--- config.mk ---
export PLATFORM = sky130hd
export DESIGN_NAME = seq_det_sched
export DESIGN_NICKNAME = d
export VERILOG_FILES = /design/src/rtl/seq_det_sched_pkg.sv /design/src/rtl/seq_det_core.sv /design/src/rtl/seq_det_sched.sv
export SDC_FILE = /design/constraint.sdc
export NUM_CORES = 1
export LEC_CHECK = 0
export CORE_MARGIN = 3
export CORE_UTILIZATION = 30
export DETAILED_ROUTE_END_ITERATION = 6
export GPL_ROUTABILITY_DRIVEN = 0
export HOLD_SLACK_MARGIN = 0.02
export SKIP_CTS_REPAIR_TIMING = 1
export SYNTH_ARGS = -nofsm -noshare
export SYNTH_HDL_FRONTEND = slang
export SYNTH_HIERARCHICAL = 1
export SYNTH_SLANG_ARGS = --single-unit
--- constraint.sdc ---
create_clock -name clk -period 8.62 [get_ports clk]
set_input_delay 1.724 -clock clk [delete_from_list [all_inputs] [get_ports clk]]
set_output_delay 1.724 -clock clk [all_outputs]
set_load 0.005 [all_outputs]
--- src/rtl/seq_det_sched_pkg.sv ---
// ---------------------------------------------------------------------------
// seq_det_sched_pkg
//
// Shared definitions for the time-multiplexed sequence detector.
//   det_state_t : 2-bit detector context encoding (S0..S3). One context is
//                 stored per requester channel; the single shared core reads
//                 and updates whichever context belongs to the granted channel.
//   NCH_*       : legal bounds for the channel count (2, 4 or 8 channels).
//   CW_*        : legal bounds for the per-channel match counter width.
// ---------------------------------------------------------------------------
package seq_det_sched_pkg;

   typedef enum logic [1:0] {
      S0 = 2'b00,
      S1 = 2'b01,
      S2 = 2'b10,
      S3 = 2'b11
   } det_state_t;

   // The round-robin pointer wraps by plain binary overflow, so the channel
   // count has to be a power of two inside these bounds.
   localparam int NCH_MIN = 2;
   localparam int NCH_MAX = 8;

   localparam int CW_MIN = 1;
   localparam int CW_MAX = 32;

   // True for a channel count the scheduler supports.
   function automatic bit nch_is_legal(input int n);
      return (n == 2) || (n == 4) || (n == 8);
   endfunction

   // True for a counter width the scheduler supports.
   function automatic bit cw_is_legal(input int w);
      return (w >= CW_MIN) && (w <= CW_MAX);
   endfunction

endpackage

--- src/rtl/seq_det_core.sv ---
// ---------------------------------------------------------------------------
// seq_det_core
//
// Purely combinational detector step. Given the stored context of one
// channel and that channel's serial bit, it returns the context to store
// back and the Mealy match output for this bit.
//
// Ports:
//   state      in   det_state_t  context of the channel being served
//   din        in   1            serial bit being consumed
//   next_state out  det_state_t  context after consuming din
//   dout       out  1            match output for (state, din)
// ---------------------------------------------------------------------------
module seq_det_core
   import seq_det_sched_pkg::*;
(
   input  det_state_t state,
   input  logic       din,
   output det_state_t next_state,
   output logic       dout
);

   always_comb begin
      next_state = S0;
      dout       = 1'b0;
      unique case (state)
         S0: begin
            next_state = din ? S3 : S2;
         end
         S1: begin
            next_state = din ? S3 : S2;
            dout       = ~din;
         end
         S2: begin
            next_state = din ? S3 : S0;
            dout       = din;
         end
         S3: begin
            next_state = din ? S1 : S2;
         end
         default: begin
            next_state = S0;
            dout       = 1'b0;
         end
      endcase
   end

endmodule

--- src/rtl/seq_det_sched.sv ---
// ---------------------------------------------------------------------------
// seq_det_sched
//
// NCH serial requesters share a single sequence-detector core. A round-robin
// arbiter picks one eligible channel per cycle; the core processes that
// channel's bit against the channel's stored 2-bit context, the context is
// written back, a registered match pulse is raised for the channel, and the
// channel's saturating match counter is bumped when the core fires.
//
// Handshake: req[ch] is a request to consume one bit. The requester holds
// req[ch] and bit_in[ch] stable until the rising edge where gnt[ch] is high;
// that edge consumes the bit. Dropping req before a grant withdraws the bit
// without side effects. ctx_clr[ch] masks the channel from arbitration for
// the cycle and returns its context to S0 at the edge.
//
// Ports:
//   clk      in   1          clock, all state changes on posedge
//   reset    in   1          asynchronous active-high reset
//   req      in   NCH        per-channel request
//   bit_in   in   NCH        per-channel serial bit, valid with req
//   ctx_clr  in   NCH        per-channel context clear (level, synchronous)
//   cnt_clr  in   1          clears every match counter (synchronous)
//   cnt_sel  in   log2(NCH)  channel shown on cnt_out
//   gnt      out  NCH        one-hot grant, combinational
//   match    out  NCH        registered one-cycle match pulse
//   cnt_out  out  CW         counter of channel cnt_sel, combinational
//   ctx_dbg  out  2*NCH      packed per-channel contexts (ch0 in bits 1:0)
// ---------------------------------------------------------------------------
module seq_det_sched
   import seq_det_sched_pkg::*;
#(
   parameter  int NCH = 4,
   parameter  int CW  = 8,
   localparam int SW  = $clog2(NCH)
) (
   input  logic              clk,
   input  logic              reset,
   input  logic [NCH-1:0]    req,
   input  logic [NCH-1:0]    bit_in,
   input  logic [NCH-1:0]    ctx_clr,
   input  logic              cnt_clr,
   input  logic [SW-1:0]     cnt_sel,
   output logic [NCH-1:0]    gnt,
   output logic [NCH-1:0]    match,
   output logic [CW-1:0]     cnt_out,
   output logic [2*NCH-1:0]  ctx_dbg
);

   localparam logic [SW-1:0] LAST_CH = SW'(NCH - 1);
   localparam logic [CW-1:0] CNT_MAX = '1;

   // ------------------------------------------------------------------
   // State
   // ------------------------------------------------------------------
   det_state_t    ctx [NCH];
   logic [CW-1:0] cnt [NCH];
   logic [SW-1:0] last_gnt;

   // ------------------------------------------------------------------
   // Arbiter
   // ------------------------------------------------------------------
   logic [NCH-1:0] elig;
   logic [SW-1:0]  cand;
   logic [SW-1:0]  gnt_idx;
   logic           gnt_any;

   // Search starts one past the last granted channel. NCH is a power of
   // two, so last_gnt + k wraps modulo NCH for free; k = NCH lands back on
   // last_gnt itself, which is the last candidate in the rotation.
   always_comb begin
      elig    = req & ~ctx_clr;
      cand    = last_gnt;
      gnt_idx = last_gnt;
      gnt_any = 1'b0;
      for (int k = 1; k <= NCH; k++) begin
         cand = last_gnt + SW'(k);
         if (!gnt_any && elig[cand]) begin
            gnt_any = 1'b1;
            gnt_idx = cand;
         end
      end
   end

   always_comb begin
      gnt = '0;
      if (gnt_any) begin
         gnt[gnt_idx] = 1'b1;
      end
   end

   // ------------------------------------------------------------------
   // Shared detector core, fed by the granted channel
   // ------------------------------------------------------------------
   det_state_t core_state;
   det_state_t core_next;
   logic       core_in;
   logic       core_out;
   logic       fire;

   // When nothing is granted the core still evaluates channel last_gnt;
   // that result is discarded because every update is qualified by gnt_any.
   assign core_state = ctx[gnt_idx];
   assign core_in    = bit_in[gnt_idx];
   assign fire       = gnt_any & core_out;

   seq_det_core u_core (
      .state      (core_state),
      .din        (core_in),
      .next_state (core_next),
      .dout       (core_out)
   );

   // ------------------------------------------------------------------
   // Contexts, pointer and match pulse
   // ------------------------------------------------------------------
   always_ff @(posedge clk or posedge reset) begin
      if (reset) begin
         for (int ch = 0; ch < NCH; ch++) begin
            ctx[ch] <= S0;
         end
         last_gnt <= LAST_CH;
         match    <= '0;
      end else begin
         // gnt is one-hot, so gating it with fire gives the pulse vector and
         // clears every bit when no match happens this cycle.
         match <= fire ? gnt : '0;
         if (gnt_any) begin
            last_gnt <= gnt_idx;
         end
         // A cleared channel is never granted, so the two branches below
         // never compete for the same context.
         for (int ch = 0; ch < NCH; ch++) begin
            if (ctx_clr[ch]) begin
               ctx[ch] <= S0;
            end else if (gnt_any && (gnt_idx == SW'(ch))) begin
               ctx[ch] <= core_next;
            end
         end
      end
   end

   // ------------------------------------------------------------------
   // Saturating match counters
   // ------------------------------------------------------------------
   always_ff @(posedge clk or posedge reset) begin
      if (reset) begin
         for (int ch = 0; ch < NCH; ch++) begin
            cnt[ch] <= '0;
         end
      end else if (cnt_clr) begin
         // Clear wins over an increment landing on the same edge.
         for (int ch = 0; ch < NCH; ch++) begin
            cnt[ch] <= '0;
         end
      end else if (fire && (cnt[gnt_idx] != CNT_MAX)) begin
         cnt[gnt_idx] <= cnt[gnt_idx] + CW'(1);
      end
   end

   // ------------------------------------------------------------------
   // Read-out
   // ------------------------------------------------------------------
   assign cnt_out = cnt[cnt_sel];

   for (genvar g = 0; g < NCH; g++) begin : g_dbg
      assign ctx_dbg[2*g +: 2] = ctx[g];
   end

endmodule

# Yosys cells after proc, flatten, opt, wreduce, memory -nomap -nowiden
# Index checks and enable logic that the tools add are counted.
[classes]
reduce_logical = 21
bitwise = 6
magnitude_cmp = 9
mux = 49
n_addsub = 4
n_eq_ne = 7
[ops]
columns = ["cell", "count"]
rows = [
  ["32-bit 2-to-1 mux", 2],
  ["8-bit 2-to-1 mux", 5],
  ["8-bit binary-select mux with 2-bit select", 2],
  ["32-bit bitwise mux", 1],
  ["2-bit 2-to-1 mux", 16],
  ["8-bit demux with 2-bit select", 1],
  ["2-bit by 3-bit less-than comparator with 1-bit output, second input constant", 5],
  ["1-bit 2-to-1 mux", 11],
  ["1-bit binary-select mux with 2-bit select", 5],
  ["1-bit logical AND", 10],
  ["2-bit nonzero test", 5],
  ["8-bit by 1-bit adder with 8-bit output, second input constant", 1],
  ["2-bit == test, second input constant", 4],
  ["4-bit 2-to-1 mux", 2],
  ["8-bit inequality test, second input constant", 1],
  ["3-bit greater-or-equal comparator, second input constant", 2],
  ["2-bit NOT with 3-bit output", 2],
  ["2-bit case mux with 3 select lines", 1],
  ["2-bit adder, second input constant", 2],
  ["4-bit bitwise AND", 1],
  ["2-bit binary-select mux with 2-bit select", 1],
  ["2-bit by 1-bit == test with 1-bit output, second input constant", 2],
  ["2-bit logical NOT", 2],
  ["4-bit NOT", 1],
  ["9 further kinds", 11],
]
[word_totals]
wordCells = 106
regBits = 46
output_inout_bits = 24

# Logic depth before layout (Yosys ltp)
# Gate-level depths: netlist of the first run.
[logic_depth]
ltp_word = 24
mapped_depth = 16
ltp_nobuf = 12

# Hierarchy
# Netlist of the first run, hierarchy kept.
[modules_own_cells]
columns = ["module", "n_inst", "area_per_inst_um2", "cells_each"]
rows = [
  ["seq_det_sched", 1, 2989.1, 332],
  ["seq_det_core", 1, 31.3, 5],
]

# Least setup slack after synthesis of the first run
# OpenSTA, ideal clock, no wires.
[synth_path]
path_type = "input to output"
start = "input ctx_clr[2]"
end = "output gnt[3]"
t_arrival_ns = 3.257
setup_slack_ns = 3.639
cell_stages = 9
path_buffers = 3
path_cell_list = "nand2b_1 > a21oi_4 > o21ai_2 > buf_6 > inv_2 > buf_1 > nand3_1 > inv_1 > clkbuf_1"
[synth_via]
elab_chain_cells = 19
elab_cells_between_ends = 30
classes_between = "order compare (2); mux (19); bitwise (2); reduce/logical (7)"
[synth_rtl]
columns = ["element", "line_no", "source"]
rows = [
  ["start, declared", "seq_det_sched.sv:40", "input logic [NCH-1:0] ctx_clr,"],
  ["4-bit NOT (*)", "seq_det_sched.sv:71", "elig = req & ~ctx_clr;"],
  ["4-bit bitwise AND (*)", "seq_det_sched.sv:71", ""],
  ["1-bit binary-select mux with 2-bit select", "seq_det_sched.sv:77", "if (!gnt_any && elig[cand]) begin"],
  ["1-bit 2-to-1 mux (not written as such)", "seq_det_sched.sv:77", ""],
  ["1-bit 2-to-1 mux", "seq_det_sched.sv:77", ""],
  ["1-bit logical NOT", "seq_det_sched.sv:77", ""],
  ["1-bit logical AND", "seq_det_sched.sv:77", ""],
  ["1-bit 2-to-1 mux", "seq_det_sched.sv:77", ""],
  ["[... 3 more ...]", "--", ""],
  ["1-bit logical NOT", "seq_det_sched.sv:77", ""],
  ["1-bit logical AND", "seq_det_sched.sv:77", ""],
  ["2-bit 2-to-1 mux", "seq_det_sched.sv:77", ""],
  ["2-bit by 3-bit less-than comparator with 1-bit output (not written as such) / 2-bit by 1-bit greater-or-equal comparator with 1-bit output (equally long branches)", "seq_det_sched.sv:87", "gnt[gnt_idx] = 1'b1;"],
  ["1-bit logical AND (not written as such)", "seq_det_sched.sv:87", ""],
  ["1-bit 2-to-1 mux (not written as such)", "seq_det_sched.sv:87", ""],
  ["1-bit demux with 2-bit select", "seq_det_sched.sv:87", ""],
  ["4-bit 2-to-1 mux (*)", "seq_det_sched.sv:86", "if (gnt_any) begin"],
  ["end, declared", "seq_det_sched.sv:43", "output logic [NCH-1:0] gnt,"],
]
# Every way passes the cells marked *; elsewhere a longest branch is shown, timed or not. The select of a mux whose other input is x is not followed.

# Worst setup path after layout of the first run
[layout_path]
start = "input ctx_clr[2]"
end = "output gnt[2]"
# The elaborated chain is that of the path after synthesis.

==> results.md, run 1 <==
* Clk root buf: clkbuf_8
* PwrDens at 258 nW/um2
* Area growth, synth to finish at 18.6%
* Post-route DRC at 0
* Ant diodes at 0
* Grt ovf at 0
* DRT Pass-1 Iters at 5
* Worst endpoint required time at 6900 ps
* Setup TNS Final at 0 ps
* H-tree depth at 2
* Post-synth ARST share at 100%
* Max-cap viol count at 0
* Max Slew Vio Count at 0
* DRT iter0 DRCs at 285
* VDD IR-drop max at 0.118 mV
* Critical Path Source Type: input port
* HP Class: flop to flop
* CP arrival at 5130 ps
* Endpoint type of the worst setup path: output pin
* Worst-margin pin slew at 1240 ps
* Crit share post-route at 79.5%
* Final Hold Fails at 0
* Num rows at 35
* Initial Util at 31.8%
* XOR/XNOR Fraction of Synth Area at 0.580%
* Post-synthesis sequential area ratio at 38.2%
* WL per Instance at 19.6 um
* Post-DR vias/cell at 5.73
* Placeable core area at 9500 um2
* Simple-Gate Fraction of Synth Area at 20.5%
* Ys Warns at 6
* Clk slew on worst S/H paths at 80 ps
* Final min period at 6850 ps
* Sink Count at 46
* Number of CTS-inserted buffers at 5
* Clk_skew at 5.02 ps
* Mapped Cells at 337
* Largest net degree at the start of global routing at 47
* Final ANT Viol Nets at 0
* Most frequent cells in the layout: dfrtp_1 (44), a21oi_1 (41), clkdlybuf4s50_1 (40), nand2_1 (38), nor3_1 (22)
* Worst-path maximum fanout at 19
* Syn_nets at 355
* Compound-gate portion of the synthesized area at 22.2%
* Synth Area in Adders at 0.414%
* Primary FF master, synth: dfrtp_1
* Nets at 378
* Status: finished, final reports clean
* Vias in the first global route at 2,803
* Final WL at 9610 um
* EDFF count, synth at 0
* Critical setup path kind: input port to output pin
* Placed cell areas at 3470 um2
* # port buffers at 40
* CTS tree: yes
* GRT Util Overall at 17.3%
* First-pass GRT wire length at 15,500 um
* Peak Freq at 0.146 GHz
* Initial antenna violation count at 0
* Pleak at 1.34 nW
* I/O pin cnt at 41
* Hpwl dp at 6800 um
* Full die area at 11,300 um2
* Avg Inst Size Synth at 8.96 um2
* Share of cells above drive strength 1 at 9.97%
* DIE HEIGHT at 106 um
* # setup viols final at 0
* Die Width at 106 um
* Mux contribution to synthesized area at 12.2%
* Synthesized area at 3020 um2
* Main combinational cell family by area after synthesis: compound AO/OA/AOI/OAI gates
* Seq cells post-synth at 46
* Fin area at 3580 um2
* Library cells used by synthesis at 50
* Clock Latency Late Sink at 300 ps
* Clk buf depth at 2
* Commonest non-fill, non-tap cell in the layout: dfrtp_1
* Unrepaired setup endpoints after global routing: no
* Slew margin rel. at 17.4%
* Via Count at 2,808
## path summary, 6_finish.rpt
kind	from	end	slack, ps	depth (start not counted)
worst max-delay path	ctx_clr[2]	gnt[2]	1770	9
max in group asynchronous	reset	cnt[4]$_DFFE_PP0P_	6030	2
worst max register to register	last_gnt[1]$_DFFE_PP1N_	cnt[23]$_DFFE_PP0P_	4060	12
worst min-delay path	ctx_dbg[1]$_DFFE_PP0P_	ctx_dbg[1]$_DFFE_PP0P_	570	2
min in group asynchronous	reset	cnt[24]$_DFFE_PP0P_	1970	2
worst min register to register	ctx_dbg[1]$_DFFE_PP0P_	ctx_dbg[1]$_DFFE_PP0P_	570	2
## cells in the mapped netlist (3+ instances only)
cell | instances | area [um2]
nand2_1 | 38 | 143
dfrtp_1 | 44 | 1100
o211ai_1 | 10 | 75.1
mux4_2 | 8 | 180
nand3_1 | 18 | 90.1
a311oi_1 | 4 | 35.0
mux2i_1 | 14 | 140
nor3_1 | 22 | 110
inv_2 | 3 | 11.3
o21ai_0 | 12 | 60.1
o2111ai_1 | 8 | 70.1
a31oi_1 | 5 | 31.3
mux2_2 | 3 | 33.8
a21oi_1 | 41 | 205
nor4_1 | 13 | 81.3
and3_1 | 5 | 31.3
inv_1 | 12 | 45.0
nand2b_1 | 4 | 25.0
nor2_1 | 11 | 41.3
clkbuf_1 | 18 | 67.6
## flip-flops by register name, indices dropped and copies added (netlist names)
signal    cells
match         4
cnt          32
last_gnt      2
ctx_dbg       8
## kinds of logic (layout without fill, tap and decap cells)
group / count (synthesis) / in the layout
muxes: 26 / 26
xor gates and xnor gates: 2 / 2
adders and majority gates: 1 / 1
AOI/OAI and AO/OA: 100 / 100
and+or+nand+nor: 121 / 121
DFF: 46 / 46
buffers and inverters: 41 / 65
## through the flow
| stage | hold WS, ps | utilization, % | power, mW | cells | setup slack (ps) |
|---|---|---|---|---|---|
| after floorplan | 529 | - | 0.618 | 337 | 3640 |
| after CTS | 571 | 37.7 | 0.922 | 490 | 1850 |
| after global routing | 602 | 37.7 | 0.984 | 490 | 1640 |
| final | 565 | 37.7 | 0.925 | 490 | 1770 |
| after detailed placement | 554 | 36.6 | 0.761 | 482 | 1860 |
| after global placement | 562 | 36.6 | 0.757 | 482 | 1860 |
## area by class of cell
class                   instances  area (um2)
clock buffers                   7        76.3
clock inverters                 1        30.0
fillers                       984        5920
inverters                      15        56.3
multi-input cells             250        1690
flip-flops and latches         46        1150
well taps                     129         161
repair buffers                 42         415
## where the power goes
part	total [mW]	internal [mW]	switching, mW
Clock	0.161	0.0869	0.0738
Combinational	0.464	0.165	0.299
Sequential	0.300	0.255	0.0448
Total	0.925	0.507	0.417
## routing by layer
layer  vias to the layer above  global-route usage (%)  part of all wire, %
met5                         -                       0                    0
met4                         0                    4.63                  1.9
met3                        19                    4.13                  9.0
met2                       154                    25.9                   44
met1                      1326                    24.8                   45
li1                       1309                       -                    -
## critical path: stages
cell and delay (ps):
clkdlybuf4s50_1 470, nand2b_1 240, a21oi_4 290, o21ai_2 70
buf_4 210, inv_2 280, nand3_1 580, inv_1 640
clkdlybuf4s50_1 620
No activity file was read; power rests on OpenSTA's default activity.
==> run 2: changes to the inputs <==
Clock period 8.62 ns to 5.7 ns, I/O delays scaled along.
==> run 2 against run 1 <==
  * Critical path depth down 2
  * Core utilization up 0.90 points
  * Cell count grew 2.0%
  * Highest routed layer unchanged
  * Non-clock buffer count rose by 10
  * Register-to-register slack got worse by 2300 ps
  * Cell area is 2.4% higher
  * Wire length is 1.2% higher
  * Clock power increased by 60%
  * Worst hold slack got worse by 5.8 ps
  * Combinational power increased by 63%
==> results.md, run 2 (synthesized netlist as in run 1, its figures left out) <==
* # setup viols final at 0 (unchanged)
* Clk buf depth at 2 (unchanged)
* Setup WS post-layout at 849 ps (-917 ps)
* Initial antenna violation count at 0 (unchanged)
* Sink Count at 46 (unchanged)
* Max-cap viol count at 0 (unchanged)
* Crit share post-route at 85.1%
* Share of cells above drive strength 1 at 12.7% (+2.7 points)
* CP arrival at 3710 ps (-1420 ps)
* HP Class: flop to flop
* Hpwl dp at 6790 um (-0.19%)
* Final WL at 9720 um (+1.2%)
* Number of CTS-inserted buffers at 5 (unchanged)
* Full die area at 11,300 um2 (unchanged)
* Initial Util at 31.8% (unchanged)
* Status: finished, final reports clean
* Pleak at 1.39 nW (+4.0%)
* Critical setup path kind: input port to output pin
* Largest net degree at the start of global routing at 47 (unchanged)
* Worst endpoint required time at 4560 ps (-2340 ps)
* Largest reg by FF count: cnt
* Num rows at 35 (unchanged)
* Peak Freq at 0.206 GHz
* Clk_skew at 9.91 ps (+4.89 ps)
* Area growth, synth to finish at 21.4%
* Critical Path Source Type: input port
* # port buffers at 40 (unchanged)
* DIE HEIGHT at 106 um (unchanged)
* Nets at 388 (+2.6%)
* DRT iter0 DRCs at 279 (-2.1%)
* Via Count at 2,915 (+3.8%)
* Setup TNS Final at 0 ps (unchanged)
* Final ANT Viol Nets at 0 (unchanged)
* Unrepaired setup endpoints after global routing: no
* Most frequent cells in the layout: dfrtp_1 (44), a21oi_1 (41), clkdlybuf4s50_1 (40), nand2_1 (38), nor3_1 (22)
* Vias in the first global route at 2,828 (+0.89%)
* CTS tree: yes
* Clk root buf: clkbuf_8
* Grt ovf at 0 (unchanged)
* Final Hold Fails at 0 (unchanged)
* Slew margin rel. at 17.0% (-0.34 points)
* Max Slew Vio Count at 0 (unchanged)
* I/O pin cnt at 41 (unchanged)
* PwrDens at 400 nW/um2 (+55%)
* Ant diodes at 0 (unchanged)
* First-pass GRT wire length at 15,700 um (+1.3%)
* DP Cell Count at 492 (+2.1%)
* Die Width at 106 um (unchanged)
* Clk slew on worst S/H paths at 80 ps (about the same)
* Hold WS at 559 ps (-5.78 ps)
* GRT Util Overall at 17.6% (+0.38 points)
* Worst-margin pin slew at 1240 ps (+5.02 ps)
* VDD IR-drop max at 0.129 mV (+9.0%)
* DRT Pass-1 Iters at 5 (unchanged)
* Post-route DRC at 0 (unchanged)
* WL per Instance at 19.4 um (-0.80%)
* Largest register FFs at 32 (unchanged)
* Final min period at 4850 ps
* Dpl ws at 636 ps (-1220 ps)
* Placeable core area at 9500 um2 (unchanged)
* Post-DR vias/cell at 5.83 (+1.7%)
* Endpoint type of the worst setup path: output pin
* H-tree depth at 2 (unchanged)
* Worst-path maximum fanout at 13 (-6)
* Clock Latency Late Sink at 300 ps (about the same)
* Commonest non-fill, non-tap cell in the layout: dfrtp_1
* Final instance count without filler cells at 500 (+2.0%)
-- run 2: where the power goes --
group / switching (mW) / internal, mW
registers: 0.0641 / 0.386
clock network: 0.115 / 0.143
logic: 0.470 / 0.286
total: 0.649 / 0.816
-- run 2: worst max-delay path, stage by stage --
cell	delay [ps]
clkdlybuf4s50_1	520
nor3b_2	280
a21oi_4	100
o21ai_2	490
nand3_1	170
inv_1	400
clkdlybuf4s50_1	600
-- run 2: layout make-up --
class,count,area (um2)
fill,975,5840
timing repair buffer,52,490
sequential,46,1150
inverter,15,56.3
clock buffer,7,86.3
tap,129,161
clock inverter,1,30.0
multi-input combinational,250,1690
-- run 2: final timing paths --
path,startpoint,endpoint,slack (ps),cells after the start
setup / recovery,req[1],gnt[0],850,7
hold / removal,ctx_dbg[6]$_DFFE_PP0P_,ctx_dbg[6]$_DFFE_PP0P_,560,2
setup reg to reg,last_gnt[0]$_DFFE_PP1N_,cnt[30]$_DFFE_PP0P_,1800,14
hold reg to reg,ctx_dbg[6]$_DFFE_PP0P_,ctx_dbg[6]$_DFFE_PP0P_,560,2
max in group asynchronous,reset,ctx_dbg[1]$_DFFE_PP0P_,3710,2
min in group asynchronous,reset,match[0]$_DFF_PP0_,1380,2
-- run 2: metal layers --
metal | GRT usage, % | vias up | share of wire [%]
met2 | 25.5 | 141 | 44
met1 | 26.2 | 1432 | 45
met5 | 0 | - | 0
met4 | 5.74 | 0 | 2.1
li1 | - | 1328 | -
met3 | 3.34 | 14 | 9.2
-- run 2: per-stage QoR --
stage / utilization [%] / total power, mW / instance area (um2)
2_1_floorplan: - / 0.934 / 3020
3_3_place_gp: 37.4 / 1.19 / 3550
3_5_place_dp: 37.4 / 1.20 / 3550
4_1_cts: 38.6 / 1.46 / 3670
5_1_grt: 38.6 / 1.56 / 3670
6_report: 38.6 / 1.46 / 3670
==> run 3: changes to the inputs <==
Settings changed: CELL_PAD_IN_SITES_DETAIL_PLACEMENT from default to 2, CELL_PAD_IN_SITES_GLOBAL_PLACEMENT from default to 2, PLACE_DENSITY_LB_ADDON from default to 0.1.
==> run 3 against run 2 <==
  * Flip-flop and latch count unchanged
  * Register-to-register slack got worse by 280 ps
  * Die area is the same
  * Combinational power is 4.4% higher
  * Clock power grew 2%
==> results.md, run 3 (synthesized netlist as in run 1, its figures left out) <==
* Final WL at 11,800 um (+21%)
* Final Hold Fails at 0 (unchanged)
* Area growth, synth to finish at 21.9%
* Post-DR vias/cell at 5.79 (-0.64%)
* Sink Count at 46 (unchanged)
* Largest reg by FF count: cnt
* R2R Setup Slk at 1520 ps (-280 ps)
* Clk root buf: clkbuf_8
* Final ANT Viol Nets at 0 (unchanged)
* Critical Path Source Type: input port
* Final min period at 5070 ps (+217 ps)
* Peak Freq at 0.197 GHz (-4.3%)
* Hold Crit Endpoint: ctx_dbg[2]$_DFFE_PP0P_
* HP Class: flop to flop
* Via Count at 2,908 (-0.24%)
* I/O pin cnt at 41 (unchanged)
* Grt met2 use at 36.0% (+10 points)
* DRT iter0 DRCs at 152 (-46%)
* Met1 usage at 30.4% (+4.2 points)
* Unrepaired setup endpoints after global routing: no
* Max-cap viol count at 0 (unchanged)
* First-pass GRT wire length at 18,900 um (+20%)
* Max Slew Vio Count at 0 (unchanged)
* Clk slew on worst S/H paths at 90 ps (about the same)
* CP arrival at 5280 ps (+1570 ps)
* Hold_sp: ctx_dbg[2]$_DFFE_PP0P_
* Worst-margin pin slew at 1040 ps (-198 ps)
* Full die area at 11,300 um2 (unchanged)
* Critical setup path kind: input port to flop
* Share of cells above drive strength 1 at 13.1% (+0.47 points)
* Endpoint type of the worst setup path: flop
* DP Cell Count at 494 (+0.41%)
* Placeable core area at 9500 um2 (unchanged)
* Clk_skew at 8.94 ps (-0.965 ps)
* Fill cells at 1,047 (+7.4%)
* # setup viols final at 0 (unchanged)
* Most Crowded Layer GR: met2
* H-tree depth at 2 (unchanged)
* Clk buf depth at 2 (unchanged)
* Worst-path maximum fanout at 20 (+7)
* GRT Util Overall at 21.5% (+3.9 points)
* Met3 usage at 2.19% (-1.2 points)
* # port buffers at 40 (unchanged)
* Final instance count without filler cells at 502 (+0.40%)
* WL per Instance at 23.5 um (+21%)
* Cell count of the worst reg-to-reg path at 12 (-2)
* Largest register FFs at 32 (unchanged)
* Initial antenna violation count at 0 (unchanged)
* Grt ovf at 0 (unchanged)
* Worst endpoint required time at 5910 ps (+1350 ps)
* Status: finished, final reports clean
* R2R Path Start: last_gnt[1]$_DFFE_PP1N_
* Most frequent cells in the layout: dfrtp_1 (44), a21oi_1 (41), clkdlybuf4s50_1 (40), nand2_1 (38), nor3_1 (22)
* Commonest non-fill, non-tap cell in the layout: dfrtp_1
* PwrDens at 409 nW/um2 (+2.4%)
* Post-route DRC at 0 (unchanged)
* Crit share post-route at 88.9% (+3.8 points)
* Initial Util at 31.8% (unchanged)
* Vias in the first global route at 3,163 (+12%)
* DRT Pass-1 Iters at 4 (-1)
* DIE HEIGHT at 106 um (unchanged)
* Setup TNS Final at 0 ps (unchanged)
* Num rows at 35 (unchanged)
* Number of CTS-inserted buffers at 5 (unchanged)
* Largest net degree at the start of global routing at 47 (unchanged)
* Clock Latency Late Sink at 300 ps (about the same)
* Pleak at 1.40 nW (+0.71%)
* CTS tree: yes
* Nets at 390 (+0.52%)
* Hpwl dp at 8320 um (+23%)
* VDD IR-drop max at 0.193 mV (+50%)
* Die Width at 106 um (unchanged)
* Reg2reg end: cnt[30]$_DFFE_PP0P_
* Ant diodes at 0 (unchanged)
* Final total power at 1.51 mW (+2.8%)
* Slew margin rel. at 30.4% (+13 points)
* Hold Path Stages at 2 (unchanged)
[run 3: cell types whose count changed in the layout (fill, tap and decap cells not counted)]
cell   before  now
buf_4      12   14
[run 3: area by class of cell]
class                           instances  area, um2  share of cell area (%)
Tap cell                              129        161                    4.38
Multi-Input combinational cell        250       1690                    45.9
Inverter                               15       56.3                    1.53
Sequential cell                        46       1150                    31.3
Timing Repair Buffer                   54        505                    13.7
Clock buffer                            7       86.3                    2.35
Clock inverter                          1       30.0                   0.816
[run 3: metrics by stage]
stage               hold WS, ps  cell area, um2  setup WS (ps)  util, %
floorplan                   529            3020           1770        -
global placement            543            3560            584     37.5
detailed placement          556            3560            350     37.5
CTS                         570            3680            651     38.7
global route                610            3680            320     38.7
finish                      562            3680            632     38.7
[run 3: how the worst max path moves through the flow]
stage	slack, ps	to	cells after the start	start
finish	630	cnt[30]$_DFFE_PP0P_	14	ctx_clr[3]
global route	320	cnt[30]$_DFFE_PP0P_	14	ctx_clr[1]
CTS	650	cnt[30]$_DFFE_PP0P_	14	ctx_clr[1]
detailed placement	350	cnt[30]$_DFFE_PP0P_	14	ctx_clr[1]
global placement	580	cnt[18]$_DFFE_PP0P_	14	ctx_clr[1]
floorplan	1770	cnt[23]$_DFFE_PP0P_	15	ctx_clr[2]
[run 3: critical path, stage by stage]
cell,delay (ps)
clkdlybuf4s50_1,570
nand2b_4,210
o22ai_1,90
mux2_2,360
nor2_4,260
inv_2,210
and3_1,200
a31oi_1,400
nand2b_1,140
mux2i_1,340
o41a_1,610
buf_4,360
a21oi_1,120
nor3_1,230
[run 3: layer usage]
layer  routed length (um)  part of all wire, %
met3                  451                  3.8
met4                  109                 0.92
met1                 5580                   47
met2                 5650                   48
met5                    0                    0
[run 3: power by group]
group          switching, mW  internal, mW
Combinational          0.505         0.285
Sequential            0.0656         0.386
Clock                  0.121         0.143
